==> config.mk <==
export PLATFORM = sky130hd
export DESIGN_NAME = pe_rcf_sched
export DESIGN_NICKNAME = d
export VERILOG_FILES = /design/src/rtl/pe_rcf_pkg.sv /design/src/rtl/pe_inflight_sr.sv /design/src/rtl/pe_rcf_sched.sv
export SDC_FILE = /design/constraint.sdc
export NUM_CORES = 1
export LEC_CHECK = 0
export CORE_ASPECT_RATIO = 0.7
export CORE_MARGIN = 2
export CORE_UTILIZATION = 50
export CTS_BUF_LIST = sky130_fd_sc_hd__clkbuf_16
export DETAILED_ROUTE_END_ITERATION = 8
export HOLD_SLACK_MARGIN = 0.03
export PLACE_DENSITY = 0.81
export SLEW_MARGIN = 20
export SYNTH_ARGS = -nofsm -noshare
export SYNTH_HDL_FRONTEND = slang
export SYNTH_SLANG_ARGS = --single-unit
==> constraint.sdc <==
create_clock -name clk -period 3.3 [get_ports clk]
set_input_delay 0.33 -clock clk [delete_from_list [all_inputs] [get_ports clk]]
set_output_delay 0.33 -clock clk [all_outputs]
set_load 0.005 [all_outputs]
==> src/rtl/pe_rcf_pkg.sv <==
// pe_rcf_pkg: shared mode encodings, FSM states and default widths for the PE job sequencer
package pe_rcf_pkg;
   localparam int PE_LAT_DEF = 1;
   localparam int LEN_W_DEF  = 8;
   localparam int ACC_W_DEF  = 40;
   localparam logic [1:0] MODE_M0   = 2'b00;
   localparam logic [1:0] MODE_M1   = 2'b01;
   localparam logic [1:0] MODE_M2   = 2'b10;
   localparam logic [1:0] MODE_IDLE = 2'b11;
   typedef enum logic [1:0] {IDLE, RUN, DRAIN, DONE} state_e;
endpackage

==> src/rtl/pe_inflight_sr.sv <==
// pe_inflight_sr: valid-bit delay line tracking operand pairs still inside the PE pipeline
module pe_inflight_sr #(
   parameter int DEPTH = 1
) (
   input  logic clk,
   input  logic rst_n,
   input  logic vld_i,
   output logic vld_o,
   output logic empty_o
);
   logic [DEPTH-1:0] sr_q, sr_d;
   // shift the new valid bit in at position 0
   always_comb begin
      sr_d    = sr_q << 1;
      sr_d[0] = vld_i;
   end
   // delay-line register, cleared on reset so an abandoned job leaves nothing in flight
   always_ff @(posedge clk or negedge rst_n) begin
      if (!rst_n) sr_q <= '0;
      else        sr_q <= sr_d;
   end
   assign vld_o   = sr_q[DEPTH-1];
   assign empty_o = ~|sr_q;
endmodule

==> src/rtl/pe_rcf_sched.sv <==
// pe_rcf_sched: streams a job's operand pairs into the PE, accumulates its results and returns the sum
module pe_rcf_sched
   import pe_rcf_pkg::*;
#(
   parameter int PE_LAT = PE_LAT_DEF,
   parameter int LEN_W  = LEN_W_DEF,
   parameter int ACC_W  = ACC_W_DEF
) (
   input  logic             clk,
   input  logic             rst_n,
   input  logic             cmd_valid,
   output logic             cmd_ready,
   input  logic [1:0]       cmd_mode,
   input  logic [LEN_W-1:0] cmd_len,
   input  logic             op_valid,
   output logic             op_ready,
   input  logic [15:0]      op_a,
   input  logic [15:0]      op_b,
   output logic [1:0]       pe_mode,
   output logic [15:0]      pe_mult0,
   output logic [15:0]      pe_mult1,
   input  logic [31:0]      pe_result,
   output logic             res_valid,
   input  logic             res_ready,
   output logic [ACC_W-1:0] res_acc,
   output logic [LEN_W-1:0] res_count,
   output logic             busy
);
   state_e           state_q;
   logic [LEN_W-1:0] len_q, iss_q, cnt_q;
   logic [ACC_W-1:0] acc_q;
   logic [1:0]       mode_q;
   logic [15:0]      mult0_q, mult1_q;
   logic             res_valid_q, ret_q, sr_out, sr_empty, op_fire;
   assign cmd_ready = state_q == IDLE;
   assign op_ready  = state_q == RUN && iss_q < len_q;
   assign op_fire   = op_ready && op_valid;
   assign busy      = state_q != IDLE;
   assign pe_mode   = mode_q;
   assign pe_mult0  = mult0_q;
   assign pe_mult1  = mult1_q;
   assign res_valid = res_valid_q;
   assign res_acc   = acc_q;
   assign res_count = cnt_q;
   pe_inflight_sr #(.DEPTH(PE_LAT)) u_sr (
      .clk     (clk),
      .rst_n   (rst_n),
      .vld_i   (op_fire),
      .vld_o   (sr_out),
      .empty_o (sr_empty)
   );
   // job FSM; ret_q delays the in-flight output by one cycle so the add samples pe_result once it is valid
   always_ff @(posedge clk or negedge rst_n) begin
      if (!rst_n) begin
         state_q     <= IDLE;
         len_q       <= '0;
         iss_q       <= '0;
         cnt_q       <= '0;
         acc_q       <= '0;
         mode_q      <= MODE_IDLE;
         mult0_q     <= '0;
         mult1_q     <= '0;
         res_valid_q <= 1'b0;
         ret_q       <= 1'b0;
      end else begin
         ret_q <= sr_out;
         if (ret_q) begin
            acc_q <= acc_q + ACC_W'(pe_result);
            cnt_q <= cnt_q + LEN_W'(1);
         end
         case (state_q)
            IDLE: if (cmd_valid) begin
               mode_q      <= cmd_mode;
               len_q       <= cmd_len;
               iss_q       <= '0;
               acc_q       <= '0;
               cnt_q       <= '0;
               state_q     <= cmd_len == '0 ? DONE : RUN;
               res_valid_q <= cmd_len == '0;
            end
            RUN: if (op_fire) begin
               mult0_q <= op_a;
               mult1_q <= op_b;
               iss_q   <= iss_q + LEN_W'(1);
               if (iss_q + LEN_W'(1) == len_q) state_q <= DRAIN;
            end
            DRAIN: if (sr_empty) begin
               state_q     <= DONE;
               res_valid_q <= 1'b1;
            end
            DONE: if (res_ready) begin
               state_q     <= IDLE;
               res_valid_q <= 1'b0;
               mode_q      <= MODE_IDLE;
               mult0_q     <= '0;
               mult1_q     <= '0;
            end
            default: state_q <= IDLE;
         endcase
      end
   end
endmodule

==> results_dict.tcl <==
set metrics [dict create \
    cp.arrival_ns 3.31 \
    cts_tree "built" \
    crit_chain "clkdlybuf4s50_1 -> ha_1 -> fa_1 -> a211oi_1 -> nor2_1 -> o31ai_2 -> a2111oi_4 -> buf_4 -> o21ai_0 -> a22oi_1 -> mux2i_1 -> nor2_1" \
    gp_congestion 0.977 \
    rows 35 \
    tightest_slew_ns 0.723 \
    dpl.hpwl_um 13700 \
    die-area_mm2 0.0145 \
    syn2layout_area_growth_pct 32.6 \
    clk_path_buf_depth 2 \
    cts.root.buffer_cell "clkbuf_16" \
    synth_flop_cell "dfrtp_1" \
    n_antenna_cell 0 \
    fmax_ghz 0.325 \
    drtIter0Drc 455 \
    synth_cell_types 68 \
    io_buffers 164 \
    synthesis.instances 760 \
    p_per_area_mw_per_mm2 827 \
    cp-end-kind "flop" \
    critPathRequiredTime_ns 3.53 \
    drc 0 \
    die_w_um 143 \
    cts_sinks 103 \
    path_buf_inv 2 \
    grt_overflow 0 \
    die_h_um 101 \
    layout.nets 1048 \
    run_status "complete, no violations" \
    cap_violations 0 \
    grt_pass1_wl_um 30500 \
    synth_seq_cells 103 \
    fin_crit_sh_pct 93.4 \
    synthArstFlopShare_pct 100 \
    crit_type "in -> reg" \
    drive_gt1_share_pct 6.26 \
    finalSetupViolations 0 \
    ant_nets 0 \
    ir_drop_mv 0.449 \
    routed_wirelength_um 18600 \
    grt_max_degree 63 \
    fin_crit_ns 3.08 \
    ios 165 \
    cp_top_family "compound AO/OA/AOI/OAI gates" \
    ys_top_cells_by_area "dfrtp_1 37%, ha_1 8.5%, o21ai_0 5.9%" \
    setup_tns_ns 0 \
    finClkSkew_ns 0.00841 \
    dr.pass1.iters 5 \
    via_count 6241 \
    grt_pass1_vias 5962 \
    power_mw 7.40 \
    max_slew_margin_pct 51.7 \
    crit_top_cell "nor2_1" \
    cts_buffers 9 \
    syn-num-nets 886 \
    clk_latency_ns 0.34 \
    setup.worst_path.start_class "primary input" \
    initial_utilization_pct 51.2 \
    antenna_found_initial 0 \
    synth_area_mm2 0.00675 \
    rsz0062_at_grt "false" \
    h-tree-depth 3 \
    crit_slowest_cell "clkdlybuf4s50_1" \
    synth_top_area_cell "dfrtp_1" \
    slew_viol_final 0 \
    p_leak_nw 3.94 \
    synth_edf_count 0 \
    core-area_mm2 0.0132 \
    hold_class "reg -> reg" \
    clk_pin_slew_ns 0.07 \
    yosys_warnings 0 \
    synth_top_area_share_pct 37.5 \
    grtUsageTotal_pct 26.4 \
    vias_per_cell 5.61 \
    hold_viol_final 0 \
    crit_fanout 3 \
    cp_slowest_stage_delay_ns 0.41 \
    avgSynthCellArea_um2 8.88 \
    seq_area_frac_synth_pct 38.2 \
    avgRoutedWirePerCell_um 16.7 \
]
## routing by layer
metal	part of all wire (%)	routed length, um	up-vias	track usage, %
met1	49	9100	2952	40.8
li1	-	-	3019	-
met5	0	0	-	0
met4	0.81	150	0	4.19
met2	42	7730	253	37.6
met3	8.8	1650	17	7.09
## flip-flops by register name, summed over array words and instances, names as in the netlist, 2 cells and up
signal,count
res_count,8
state_q,2
len_q,8
pe_mult0,16
res_acc,40
pe_mode,2
pe_mult1,16
iss_q,8
## cells in the mapped netlist, drive strengths merged, types with 6 or more instances
cell type	n
nand3	25
nor2	56
a211oi	6
o21a	6
dfrtp	101
mux2i	26
ha	46
xnor2	23
buf	8
a21o	11
inv	57
nor3	12
nand2b	10
o21ai	81
and2	9
xor2	12
o211ai	9
clkbuf	29
o31ai	11
nand2	63
and3	8
nand4	10
nand3b	34
a21oi	45
## where the power goes
group | internal, mW | switching [mW]
clock network | 0.585 | 0.484
logic | 2.04 | 2.19
registers | 1.72 | 0.383
total | 4.35 | 3.06
## cells in the final DEF, fill, tap and decap left out, types with 3 or more instances in the layout
master	n
nand2b_1	10
a41oi_1	3
clkbuf_16	9
ha_1	46
nand4_1	10
o22ai_1	3
nor3_1	11
and2_1	8
dfrtp_1	100
o21ai_0	79
o21a_1	6
a21o_1	11
a211oi_1	6
xor2_1	12
inv_1	59
a21oi_1	44
nand2_1	63
o21bai_1	5
xnor2_1	23
a31oi_1	5
mux2i_1	26
a21boi_0	3
nand3b_1	34
or3_1	5
nor4_1	4
o31ai_1	10
a311o_1	3
o221ai_1	3
nand3_1	23
nor2_1	56
and3_1	6
o211ai_1	9
buf_4	22
clkdlybuf4s50_1	163
## worst register-to-register path: cells and delay by family, from the launching register on
| family | cells | cell delay [ns] |
|---|---|---|
| simple gates | 2 | 0.19 |
| buf+inv | 1 | 0.17 |
| flops | 1 | 0.41 |
| mux | 1 | 0.21 |
| fa+ha+maj | 2 | 0.63 |
| compound gates | 5 | 1.36 |
## worst paths after layout
path / startpoint / slack (ns) / end / depth (start not counted)
min in group asynchronous: rst_n / 0.51 / res_acc[25] / 2
max in group asynchronous: rst_n / 2.05 / ret_q / 3
hold / removal: u_sr.vld_o / 0.39 / ret_q / 0
setup reg to reg: res_acc[0] / 0.22 / res_acc[26] / 11
setup / recovery: pe_result[0] / 0.22 / res_acc[26] / 12
hold reg to reg: u_sr.vld_o / 0.39 / ret_q / 0
## metrics by stage
stage | instances | util [%] | setup slack [ns] | hold slack, ns | cell area [um^2]
2_1_floorplan | 760 | - | 0.547 | 0.0344 | 6750
3_3_place_gp | 1095 | 65.5 | 0.0245 | 0.359 | 8640
3_5_place_dp | 1095 | 65.5 | 0.0101 | 0.357 | 8640
4_1_cts | 1112 | 67.8 | 0.252 | 0.388 | 8940
5_1_grt | 1112 | 67.9 | 0.0436 | 0.404 | 8950
6_report | 1112 | 67.9 | 0.218 | 0.390 | 8950
## cell families (layout without fill, tap and decap cells)
family / after synthesis / count (layout) / synth area share (%)
multiplexers: 28 / 28 / 4.19
adder cells (fa/ha/maj): 47 / 47 / 8.83
flip-flops: 103 / 103 / 38.2
XOR/XNOR: 35 / 35 / 4.54
AND/OR/NAND/NOR: 246 / 246 / 18.9
AO/OA/AOI/OAI: 206 / 206 / 19.3
buffers and inverters: 95 / 262 / 5.95
## cell type report
| type | instances | area [um^2] |
|---|---|---|
| repair buffers | 188 | 1850 |
| inverters | 58 | 218 |
| well taps | 185 | 231 |
| flip-flops and latches | 103 | 2580 |
| multi-input cells | 562 | 3780 |
| clock inverters | 7 | 65.1 |
| clock buffers | 9 | 225 |
| fillers | 1051 | 4240 |
## repair_timing
| item | CTS | global route |
|---|---|---|
| endpoints found under the hold margin | 39 | 0 |
| hold buffers | 1 | 0 |
| gates resized for setup | 0 | 1 |
| buffers inserted | 0 | 0 |
| endpoints found under the setup margin | 0 | 1 |
Note: power is estimated with default switching activity, not from simulation.
